$ cat src/rtl/bk_pkg.sv
// Shared types for the backup-RAM transfer sequencer.
//   bk_state_e   : sequencer states
//   bk_req_e     : kind of transfer latched when a request is accepted
//   SECTOR_SHIFT : log2 of the hps_io sector size in bytes
package bk_pkg;

    typedef enum logic [2:0] {
        IDLE,
        START,
        REQ,
        ACK,
        DONE
    } bk_state_e;

    typedef enum logic [1:0] {
        REQ_NONE,
        REQ_LOAD,
        REQ_SAVE
    } bk_req_e;

    localparam int unsigned SECTOR_SHIFT = 9;

endpackage

$ cat src/rtl/bk_ram_ctrl_if.sv
// Sector request/acknowledge handshake toward hps_io.
//   sd_lba : sector number (upper bits zero)
//   sd_rd  : sector read request
//   sd_wr  : sector write request
//   sd_ack : hps_io sector acknowledge
// master = the backup-RAM sequencer, slave = hps_io.
interface bk_ram_ctrl_if;

    logic [31:0] sd_lba;
    logic        sd_rd;
    logic        sd_wr;
    logic        sd_ack;

    modport master (output sd_lba, output sd_rd, output sd_wr, input sd_ack);
    modport slave  (input sd_lba, input sd_rd, input sd_wr, output sd_ack);

endinterface

$ cat src/rtl/bk_edge_det.sv
// Rise/fall detector for a level input.
//   clk_sys : system clock
//   reset   : synchronous active-high reset
//   din     : level input
//   rise    : din went 0 -> 1 since the previous cycle
//   fall    : din went 1 -> 0 since the previous cycle
// The history register always samples din, so after reset it already holds the
// current level and no phantom edge follows; edges are masked while in reset.
module bk_edge_det (
    input  logic clk_sys,
    input  logic reset,
    input  logic din,
    output logic rise,
    output logic fall
);

    logic din_q;

    always_ff @(posedge clk_sys) begin
        din_q <= din;
    end

    assign rise = ~reset &  din & ~din_q;
    assign fall = ~reset & ~din &  din_q;

endmodule

$ cat src/rtl/bk_ram_ctrl.sv
// Backup-RAM (BSRAM) load/save sequencer between on-chip BSRAM and the save image.
//   clk_sys, reset        : clock, synchronous active-high reset
//   ioctl_download        : ROM download in progress (fall -> auto load)
//   img_mounted/readonly/size_nz : save image mount strobe and attributes
//   ram_mask              : BSRAM byte mask (0 = no BSRAM)
//   bk_load, bk_save      : OSD load/save request levels
//   osd_status, autosave_en : OSD open level, autosave-on-open enable
//   bsram_wr              : core write into BSRAM
//   sd                    : sector handshake to hps_io (master side)
//   bk_ena                : backup enabled
//   bk_loading            : load in progress (extends core reset)
//   busy                  : transfer active
//   bk_error              : sticky handshake timeout flag
module bk_ram_ctrl
    import bk_pkg::*;
#(
    parameter logic [23:0] ACK_TIMEOUT = 24'd10_000_000,
    parameter int unsigned LBA_BITS    = 15
) (
    input  logic          clk_sys,
    input  logic          reset,
    input  logic          ioctl_download,
    input  logic          img_mounted,
    input  logic          img_readonly,
    input  logic          img_size_nz,
    input  logic [23:0]   ram_mask,
    input  logic          bk_load,
    input  logic          bk_save,
    input  logic          osd_status,
    input  logic          autosave_en,
    input  logic          bsram_wr,
    bk_ram_ctrl_if.master sd,
    output logic          bk_ena,
    output logic          bk_loading,
    output logic          busy,
    output logic          bk_error
);

    bk_state_e           state_q, state_d;
    bk_req_e             kind_q, kind_d;
    logic [LBA_BITS-1:0] lba_q, lba_d;
    logic [23:0]         wd_q, wd_d;
    logic bk_ena_q, bk_ena_d, loading_q, loading_d, busy_q, busy_d;
    logic error_q, error_d, dirty_q, dirty_d, pend_q, pend_d;

    logic dl_rise, dl_fall, load_rise, save_rise, osd_rise, ack_rise, ack_fall;
    logic load_fall, save_fall, osd_fall;
    logic unused_edges;

    bk_edge_det u_dl_edge (.clk_sys(clk_sys), .reset(reset), .din(ioctl_download),
                           .rise(dl_rise), .fall(dl_fall));
    bk_edge_det u_load_edge (.clk_sys(clk_sys), .reset(reset), .din(bk_load),
                             .rise(load_rise), .fall(load_fall));
    bk_edge_det u_save_edge (.clk_sys(clk_sys), .reset(reset), .din(bk_save),
                             .rise(save_rise), .fall(save_fall));
    bk_edge_det u_osd_edge (.clk_sys(clk_sys), .reset(reset), .din(osd_status),
                            .rise(osd_rise), .fall(osd_fall));
    bk_edge_det u_ack_edge (.clk_sys(clk_sys), .reset(reset), .din(sd.sd_ack),
                            .rise(ack_rise), .fall(ack_fall));

    assign unused_edges = ^{load_fall, save_fall, osd_fall};

    logic                load_edge, save_edge, timeout, abort_xfer;
    logic [LBA_BITS-1:0] last_lba;

    assign load_edge = dl_fall | load_rise;
    assign save_edge = save_rise | (osd_rise & autosave_en & dirty_q);
    assign last_lba  = LBA_BITS'(ram_mask[23:SECTOR_SHIFT]);
    // Watchdog counts cycles spent in the current REQ/ACK wait, starting at 0.
    assign timeout   = (wd_q >= ACK_TIMEOUT - 24'd1);

    always_comb begin
        state_d    = state_q;
        kind_d     = kind_q;
        lba_d      = lba_q;
        wd_d       = wd_q;
        bk_ena_d   = bk_ena_q;
        loading_d  = loading_q;
        busy_d     = busy_q;
        error_d    = error_q;
        dirty_d    = dirty_q;
        pend_d     = pend_q;
        abort_xfer = 1'b0;

        if (dl_rise) bk_ena_d = 1'b0;
        if (ioctl_download & img_mounted & img_size_nz & ~img_readonly) bk_ena_d = |ram_mask;

        case (state_q)
            IDLE: begin
                if (bk_ena_q) begin
                    if (load_edge) begin
                        kind_d  = REQ_LOAD;
                        state_d = START;
                        // A save that loses to a load runs right after it.
                        if (save_edge) pend_d = 1'b1;
                    end else if (save_edge | pend_q) begin
                        kind_d  = REQ_SAVE;
                        state_d = START;
                    end
                end
            end
            START: begin
                lba_d     = '0;
                loading_d = (kind_q == REQ_LOAD);
                busy_d    = 1'b1;
                error_d   = 1'b0;
                wd_d      = '0;
                if (kind_q == REQ_SAVE) begin
                    dirty_d = 1'b0;
                    pend_d  = 1'b0;
                end
                state_d = REQ;
            end
            REQ: begin
                wd_d = wd_q + 24'd1;
                if (ack_rise) begin
                    wd_d    = '0;
                    state_d = ACK;
                end else if (timeout) begin
                    abort_xfer = 1'b1;
                end
            end
            ACK: begin
                wd_d = wd_q + 24'd1;
                if (ack_fall) begin
                    if (lba_q >= last_lba) begin
                        state_d = DONE;
                    end else begin
                        lba_d   = lba_q + LBA_BITS'(1);
                        wd_d    = '0;
                        state_d = REQ;
                    end
                end else if (timeout) begin
                    abort_xfer = 1'b1;
                end
            end
            DONE: begin
                loading_d = 1'b0;
                busy_d    = 1'b0;
                state_d   = IDLE;
            end
            default: state_d = IDLE;
        endcase

        if (abort_xfer) begin
            state_d   = IDLE;
            loading_d = 1'b0;
            busy_d    = 1'b0;
            error_d   = 1'b1;
            // The image was not fully written, so BSRAM is still unsaved.
            if (kind_q == REQ_SAVE) dirty_d = 1'b1;
        end

        if ((state_q != IDLE) && save_edge) pend_d = 1'b1;
        // Writes during a save re-dirty, since the sector may already be stored.
        if (bsram_wr && !loading_q) dirty_d = 1'b1;
    end

    always_ff @(posedge clk_sys) begin
        if (reset) begin
            state_q   <= IDLE;
            kind_q    <= REQ_NONE;
            lba_q     <= '0;
            wd_q      <= '0;
            bk_ena_q  <= 1'b0;
            loading_q <= 1'b0;
            busy_q    <= 1'b0;
            error_q   <= 1'b0;
            dirty_q   <= 1'b0;
            pend_q    <= 1'b0;
        end else begin
            state_q   <= state_d;
            kind_q    <= kind_d;
            lba_q     <= lba_d;
            wd_q      <= wd_d;
            bk_ena_q  <= bk_ena_d;
            loading_q <= loading_d;
            busy_q    <= busy_d;
            error_q   <= error_d;
            dirty_q   <= dirty_d;
            pend_q    <= pend_d;
        end
    end

    assign sd.sd_lba  = 32'(lba_q);
    assign sd.sd_rd   = (state_q == REQ) &  loading_q;
    assign sd.sd_wr   = (state_q == REQ) & ~loading_q;
    assign bk_ena     = bk_ena_q;
    assign bk_loading = loading_q;
    assign busy       = busy_q;
    assign bk_error   = error_q;

endmodule

$ cat src/flat_wrapper.sv
// flat-port wrapper written by rule: the top's interface ports become plain ports
module bk_ram_ctrl_flat import bk_pkg::*;
#(
    parameter logic [23:0] ACK_TIMEOUT = 24'd10_000_000,
    parameter int unsigned LBA_BITS    = 15
)
  (clk_sys, reset, ioctl_download, img_mounted, img_readonly, img_size_nz, ram_mask, bk_load, bk_save, osd_status, autosave_en, bsram_wr, bk_ena, bk_loading, busy, bk_error, sd_sd_lba, sd_sd_rd, sd_sd_wr, sd_sd_ack);
  bk_ram_ctrl_if sd_i ();
  input  logic clk_sys;
  input  logic reset;
  input  logic ioctl_download;
  input  logic img_mounted;
  input  logic img_readonly;
  input  logic img_size_nz;
  input  logic [23:0] ram_mask;
  input  logic bk_load;
  input  logic bk_save;
  input  logic osd_status;
  input  logic autosave_en;
  input  logic bsram_wr;
  output logic bk_ena;
  output logic bk_loading;
  output logic busy;
  output logic bk_error;
  output wire logic [$bits(sd_i.sd_lba)-1:0] sd_sd_lba;
  output wire logic [$bits(sd_i.sd_rd)-1:0] sd_sd_rd;
  output wire logic [$bits(sd_i.sd_wr)-1:0] sd_sd_wr;
  input wire logic [$bits(sd_i.sd_ack)-1:0] sd_sd_ack;
  assign sd_sd_lba = sd_i.sd_lba;
  assign sd_sd_rd = sd_i.sd_rd;
  assign sd_sd_wr = sd_i.sd_wr;
  assign sd_i.sd_ack = sd_sd_ack;
  bk_ram_ctrl #(.ACK_TIMEOUT(ACK_TIMEOUT), .LBA_BITS(LBA_BITS)) u_core (.clk_sys(clk_sys), .reset(reset), .ioctl_download(ioctl_download), .img_mounted(img_mounted), .img_readonly(img_readonly), .img_size_nz(img_size_nz), .ram_mask(ram_mask), .bk_load(bk_load), .bk_save(bk_save), .osd_status(osd_status), .autosave_en(autosave_en), .bsram_wr(bsram_wr), .sd(sd_i), .bk_ena(bk_ena), .bk_loading(bk_loading), .busy(busy), .bk_error(bk_error));
endmodule
$ cat config.mk
export PLATFORM = sky130hd
export DESIGN_NAME = bk_ram_ctrl_flat
export DESIGN_NICKNAME = d
export VERILOG_FILES = /design/src/rtl/bk_pkg.sv /design/src/rtl/bk_ram_ctrl_if.sv /design/src/rtl/bk_edge_det.sv /design/src/rtl/bk_ram_ctrl.sv /design/src/flat_wrapper.sv
export SDC_FILE = /design/constraint.sdc
export NUM_CORES = 1
export LEC_CHECK = 0
export BUFFER_PORTS_ARGS = -buffer_cell sky130_fd_sc_hd__buf_2
export CORE_MARGIN = 2
export CORE_UTILIZATION = 35
export CTS_CLUSTER_SIZE = 25
export DETAILED_ROUTE_END_ITERATION = 8
export PLACE_DENSITY = 0.53
export SKIP_CTS_REPAIR_TIMING = 1
export SYNTH_ARGS = -nofsm -noshare
export SYNTH_HDL_FRONTEND = slang
export SYNTH_SLANG_ARGS = --single-unit
$ cat constraint.sdc
create_clock -name clk_sys -period 6 [get_ports clk_sys]
set_input_delay 0.3 -clock clk_sys [delete_from_list [all_inputs] [get_ports clk_sys]]
set_output_delay 0.3 -clock clk_sys [all_outputs]
set_load 0.05 [all_outputs]
==> results of run 1 <==
[layout make-up]
class / count / area (µm²)
Fill cell: 1024 / 5792
Tap cell: 133 / 166.4
Sequential cell: 55 / 1101
Clock buffer: 5 / 68.82
Inverter: 35 / 131.4
Timing Repair Buffer: 59 / 302.8
Clock inverter: 3 / 46.29
Multi-Input combinational cell: 326 / 2076
[metrics by stage]
stage / hold WS, ns / setup WS (ns) / cell area [µm²]
3_5_place_dp: 0.4199 / 3.239 / 3777
3_3_place_gp: 0.4185 / 3.296 / 3777
6_report: 0.08738 / 3.259 / 3892
2_1_floorplan: 0.3277 / 3.361 / 3507
4_1_cts: 0.07637 / 3.225 / 3892
5_1_grt: 0.06908 / 2.910 / 3892
[power by group through the flow]
stage               clock, mW  combinational (mW)  sequential, mW
floorplan                   0              0.0608           0.379
global placement            0              0.0738           0.378
detailed placement          0              0.0745           0.378
CTS                     0.269              0.0746           0.370
global route            0.282              0.0817           0.371
finish                  0.260              0.0746           0.370
[path summary, 6_finish.rpt]
check                               start                          endpoint  slack (ns)  depth (start not counted)
max          u_core.lba_q[0]$_SDFFE_PP0P_      u_core.wd_q[18]$_SDFFE_PP0P_        3.26                          8
min                               bk_save  u_core.u_save_edge.din_q$_DFF_P_        0.09                          1
max reg2reg  u_core.lba_q[0]$_SDFFE_PP0P_      u_core.wd_q[18]$_SDFFE_PP0P_        3.26                          8
min reg2reg  u_core.wd_q[23]$_SDFFE_PP0P_      u_core.wd_q[23]$_SDFFE_PP0P_        0.48                          2
[state kept, by name (all words and copies together) (netlist names)]
name / count
u_core.wd_q: 24
u_core.lba_q: 15
u_core.state_q: 3
u_core.kind_q: 2
u_core.bk_ena: 1
u_core.bk_error: 1
u_core.bk_loading: 1
u_core.busy: 1
u_core.dirty_q: 1
u_core.pend_q: 1
u_core.u_ack_edge.din_q: 1
u_core.u_dl_edge.din_q: 1
u_core.u_load_edge.din_q: 1
u_core.u_osd_edge.din_q: 1
u_core.u_save_edge.din_q: 1
[cell families (layout without fill, tap and decap cells)]
logic type,Yosys count,count (layout),share of synthesized area
AO/OA/AOI/OAI,120,120,0.2316
XOR/XNOR,4,4,0.01016
adder cells (fa/ha/maj),17,17,0.06170
buffers and inverters,67,102,0.09728
flip-flops,55,55,0.3194
multiplexers,5,5,0.01488
other,1,17,0.001088
AND/OR/NAND/NOR,163,163,0.2639
[per-layer routing]
layer | wire length (µm) | global-route usage | vias up | share of wire
li1 | - | - | 1669 | -
met1 | 4580 | 0.2555 | 1525 | 0.51
met2 | 3976 | 0.2657 | 92 | 0.44
met3 | 361 | 0.02554 | 5 | 0.040
met4 | 57 | 0.03340 | 0 | 0.0064
met5 | 0 | 0 | - | 0
[cell usage in the layout (no fill, tap or decap), drive strengths merged, types with 7 or more instances in the layout]
master  Yosys  layout
nor4        8       8
buf        22      59
nor2       26      26
o21ai      27      27
nor3        8       8
a21oi      31      31
nand2      30      30
or3        10      10
nand3      21      21
inv        35      36
or4        16      16
a211oi      7       7
dfxtp      55      55
ha         17      17
nand4      12      12
a31oi      16      16
conb        1      17
==> summary.txt, run 1 <==
Synthesis
  – Largest cells by area after synthesis: dfxtp_1 (32%), ha_1 (6.2%), a21oi_1 (4.5%)
  – Synth top area share: 0.3194
  – Yosys reg bits: 55
  – Sequential share of the synthesized area: 0.3194
  – Post-synth top area cell: dfxtp_1
  – Number of synthesis warnings: 0
  – Avg Inst Size Synth: 7.979 µm²
  – Post-synth EDFFs: 0
  – Most frequent cells after synthesis: dfxtp_1 (55), inv_1 (33), a21oi_1 (31), nand2_1 (30), nor2_1 (26)
  – Fraction of registers with async set/reset: 0
  – Post-Syn Instances: ~430
  – Most used DFF post-synth: dfxtp_1
  – Yosys cell types: 63
  – Post-synthesis cell area: 3447 µm²
  – Most common cell in the synthesized netlist: dfxtp_1

Power and ir drop
  – Switching Share: 0.2692
  – Clk pwr share: 0.369
  – Leakage: 1.533 nW
  – Final Total Pwr: ~0.70 mW
  – Reg power frac: 0.525
  – Comb pwr share: 0.106
  – Net switching power figure: 0.1896 mW
  – Pint: 0.5146 mW
  – VDD IR max: 0.1009 mV
  – PD cells: ~180 nW/µm²

CTS
  – CTS max path bufs: 2
  – CTS Buf Count: 5
  – H-tree lvl count: 2
  – Latest clock arrival within the worst-skew pair: between 0.3 and 0.4 ns
  – CTS clk-pin slew, worst paths: 0.11 ns
  – CTS tree: done
  – Clock Sinks: 55
  – CTS root buf: clkbuf_8

STA
  – Clk_skew: approximately 0.018 ns
  – RSZ-0062 raised after global routing: false
  – Final Critical Period: 2.741 ns
  – Max Fclk: 0.3648 GHz
  – Final setup violation count: 0
  – Worst slew margin: 0.2884
  – Period utilization: 0.4569
  – Max Slew Vio Count: 0
  – Setup TNS: 0 ns
  – Worst slew pin tran: about 1.1 ns
  – Final hold violation count: 0

Routing
  – Via density: about 5.3
  – Drt first pass iters: 5
  – Drt drc: 0
  – Total wire length: 8.976 mm
  – Antenna-violating nets left: 0
  – DR vias: ~3300
  – WL/cell: between 10 and 15 µm
  – DRT iter0 DRCs: approximately 150

Global route
  – Global-route usage over all layers: 0.1718
  – First-pass GRT wire length: around 14 mm
  – Global route total overflow: 0
  – Vias in the first global route: roughly 2900
  – Initial antenna violation count: 0
  – Largest net degree at the start of global routing: 34

Hold path
  – HP Class: in2reg

Worst setup path
  – Worst-path cell chain: inv_1, ha_1, nand2b_1, a211oi_1, o311ai_0, a211oi_2, nor2_1, a22o_1
  – Slowest stage cell, crit path: a211oi_2
  – WP data required: roughly 6.2 ns
  – Setup crit end kind: flip-flop
  – WP data arrival: between 2 and 3 ns
  – Buf/Inv on CP: 1
  – Crit Path Class: reg2reg
  – Max Fanout on Critical Path: 14
  – CP peak stage delay: between 0.7 and 0.8 ns
  – Family with the most delay on the worst path: compound AO/OA/AOI/OAI gates
  – Worst Setup Start Kind: flip-flop

Die
  – DIE AREA: ~11000 µm²
  – Core area: 9684 µm²
  – # rows: 36
  – Die X: ~100 µm
  – Starting Density: 0.3559
  – Die height: 103.2 µm
  – IO Pins: 74

Final layout
  – Non-filler cells, final: between 600 and 700
  – ANT cells: 0
  – Core Util, Final: 0.4019
  – Layout Area Growth over Synthesis: 12.92%
  – Nets@finish: ~540
  – Share of layout cells above drive strength 1: 0.1718

Place
  – Final RePlAce weighted congestion: 0.8625
  – Placed insts: 608
  – Dpl hpwl: roughly 6.6 mm
  – Port Buffers: between 50 and 60

Run status
  – Outcome: completed

Run
  – MaxCap Viol Count: 0
(Power assumes the default switching activity.)
==> run 2, diff against run 1 <==
Clock period 6 ns to 2.71 ns, I/O delays scaled along.
==> run 2 against run 1 <==
Against the previous run: worst setup slack lost 3.0 ns; routed wire length grew 3.8%; via count grew 3.2%; count of clock-buffer cells in the layout grew 1; sequential power grew 120%; largest power group unchanged; sequential share of layout area shrank 0.82 points.
==> summary.txt, run 2 (synthesis gave the netlist of run 1 again) <==
Worst setup path
  – Critical register-to-register path endpoint: u_core.lba_q[7]$_SDFFE_PP0P_
  – Crit Path Class: reg2reg
  – WP data arrival: 2.69 ns (-0.27 ns)
  – Flop-to-flop setup slack: 0.27 ns (-2.99 ns)
  – Worst Setup Start Kind: flip-flop
  – CP peak stage delay: 0.51 ns (-0.27 ns)
  – Buf/Inv on CP: 1 (unchanged)
  – Max Fanout on Critical Path: 21 (+7)
  – Worst-path cell chain: ha_1, a21oi_1, o21ai_0, a22oi_1, o21ai_1, buf_4, or4b_1, a21oi_1
  – Setup crit end kind: flip-flop
  – Most common cell on crit path: a21oi_1
  – Crit path from: u_core.lba_q[10]$_SDFFE_PP0P_
  – Worst reg2reg path depth: 8 (unchanged)
  – Setup crit end: u_core.lba_q[7]$_SDFFE_PP0P_
  – Family with the most delay on the worst path: compound AO/OA/AOI/OAI gates
  – WP data required: 2.96 ns (-3.26 ns)
  – Slowest stage cell, crit path: or4b_1
  – Crit Reg-Reg Startpoint: u_core.lba_q[10]$_SDFFE_PP0P_
  – Crit. path cell count: 8 (unchanged)

Routing
  – Via density: 5.355 (+0.23%)
  – Total wire length: 9.318 mm (+3.8%)
  – Drt drc: 0 (unchanged)
  – DR vias: 3395 (+3.2%)
  – Antenna-violating nets left: 0 (unchanged)
  – DRT iter0 DRCs: 198 (+31%)
  – WL/cell: 14.70 µm (+0.86%)
  – Drt first pass iters: 4 (-1)

Final layout
  – Nets@finish: 553 (+3.4%)
  – Share of layout cells above drive strength 1: 0.1876 (+0.01578)
  – Multi-input gate area: 2071 µm² (-0.24%)
  – Biggest regs: u_core.wd_q (24), u_core.lba_q (15), u_core.state_q (3)
  – ANT cells: 0 (unchanged)
  – Largest reg by FF count: u_core.wd_q
  – Most frequent cells in the layout: buf_2 (56), dfxtp_1 (55), inv_1 (33), a21oi_1 (31), nand2_1 (30)
  – Max reg flops: 24 (unchanged)
  – Layout Area Growth over Synthesis: 16.30%
  – Commonest non-fill, non-tap cell in the layout: buf_2
  – Fill cells: 1036 (+1.2%)
  – Reg area: 1101 µm² (unchanged)

CTS
  – Latest clock arrival within the worst-skew pair: 0.32 ns (about the same)
  – CTS root buf: clkbuf_8
  – CTS clk-pin slew, worst paths: 0.11 ns (about the same)
  – CTS max path bufs: 2 (unchanged)
  – H-tree lvl count: 2 (unchanged)
  – CTS Buf Count: 5 (unchanged)
  – CTS tree: done
  – Clock Sinks: 55 (unchanged)

Global route
  – Initial antenna violation count: 0 (unchanged)
  – Global-route usage over all layers: 0.1793 (+0.007518)
  – Largest net degree at the start of global routing: 23 (-32%)
  – Vias in the first global route: 3077 (+6.2%)
  – First-pass GRT wire length: 15.14 mm (+4.8%)
  – Global route total overflow: 0 (unchanged)

STA
  – Worst slew pin tran: 0.7492 ns (-0.3143 ns)
  – Final hold violation count: 0 (unchanged)
  – RSZ-0062 raised after global routing: false
  – Final setup violation count: 0 (unchanged)
  – Period utilization: 0.9010 (+0.4442)
  – Final hold slack: 0.2071 ns (+0.1197 ns)
  – Final WS setup: 0.2682 ns (-2.991 ns)
  – Final Critical Period: 2.442 ns (-0.2994 ns)
  – Worst slew margin: 0.4995 (+0.2111)
  – Setup TNS: 0 ns (unchanged)
  – Clk_skew: 0.01252 ns (-0.005627 ns)
  – Max Slew Vio Count: 0 (unchanged)
  – Max Fclk: 0.4095 GHz (+12%)

Place
  – Final RePlAce weighted congestion: 0.8111 (-6.0%)
  – Dpl hpwl: 6.959 mm (+5.8%)
  – Pre-CTS setup slack: 0.3345 ns (-2.905 ns)
  – Port Buffers: 56 (unchanged)

Power and ir drop
  – Final Total Pwr: 1.480 mW (+110%)
  – Leakage: 1.607 nW (+4.8%)
  – PD cells: 369.1 nW/µm² (+100%)
  – VDD IR max: 0.1930 mV (+91%)

Die
  – Die height: 103.2 µm (unchanged)
  – IO Pins: 74 (unchanged)
  – Starting Density: 0.3559 (unchanged)
  – # rows: 36 (unchanged)
  – Die X: 103.2 µm (unchanged)
  – DIE AREA: 10660 µm² (unchanged)
  – Core area: 9684 µm² (unchanged)

Run status
  – Outcome: completed

Hold path
  – HP Class: in2reg

Run
  – MaxCap Viol Count: 0 (unchanged)
-- run 2: cell count changes in the layout (fill, tap and decap cells not counted) --
cell / delta
buf_4: +13
dlygate4sd3_1: +5
a211oi_1: +1
a211oi_2: -1
bufinv_16: -1
clkbuf_1: +1
-- run 2: worst min path at each step --
stage	start	endpoint	slack (ns)	depth (start not counted)
after floorplan	sd_sd_ack	u_core.u_ack_edge.din_q$_DFF_P_	0.16	0
after CTS	bk_save	u_core.u_save_edge.din_q$_DFF_P_	-0.08	1
final	bsram_wr	u_core.dirty_q$_SDFF_PP0_	0.21	4
after global placement	bk_save	u_core.u_save_edge.din_q$_DFF_P_	0.25	1
after detailed placement	bk_save	u_core.u_save_edge.din_q$_DFF_P_	0.25	1
after global routing	bsram_wr	u_core.dirty_q$_SDFF_PP0_	0.23	4
-- run 2: final cells by class --
cell class | count | share of cell area
Clock buffer | 6 | 0.01810
Multi-Input combinational cell | 326 | 0.5165
Clock inverter | 2 | 0.004057
Inverter | 35 | 0.03277
Tap cell | 133 | 0.04151
Sequential cell | 55 | 0.2747
Timing Repair Buffer | 77 | 0.1124
-- run 2: through the flow --
stage | area, µm² | utilization | instances
6_report | 4009 | 0.4140 | 634
5_1_grt | 4009 | 0.4140 | 634
4_1_cts | 3959 | 0.4088 | 629
3_5_place_dp | 3870 | 0.3996 | 621
3_3_place_gp | 3870 | 0.3996 | 621
2_1_floorplan | 3507 | - | 448
-- run 2: worst reg2reg max path, stage by stage (launching register included) --
cell,delay (ns)
dfxtp_1,0.45
ha_1,0.30
a21oi_1,0.12
o21ai_0,0.19
a22oi_1,0.30
o21ai_1,0.12
buf_4,0.22
or4b_1,0.52
a21oi_1,0.16
-- run 2: where the power goes --
group	switching [mW]	internal, mW	leakage (nW)
logic	0.124	0.0548	1.12
clock network	0.295	0.187	0.0418
registers	0.00422	0.815	0.445
-- run 2: per-layer routing --
metal	track usage	share of wire	up-vias
li1	-	-	1706
met1	0.2636	0.50	1599
met2	0.2712	0.44	80
met3	0.02890	0.044	10
met5	0	0	-
met4	0.05061	0.011	0
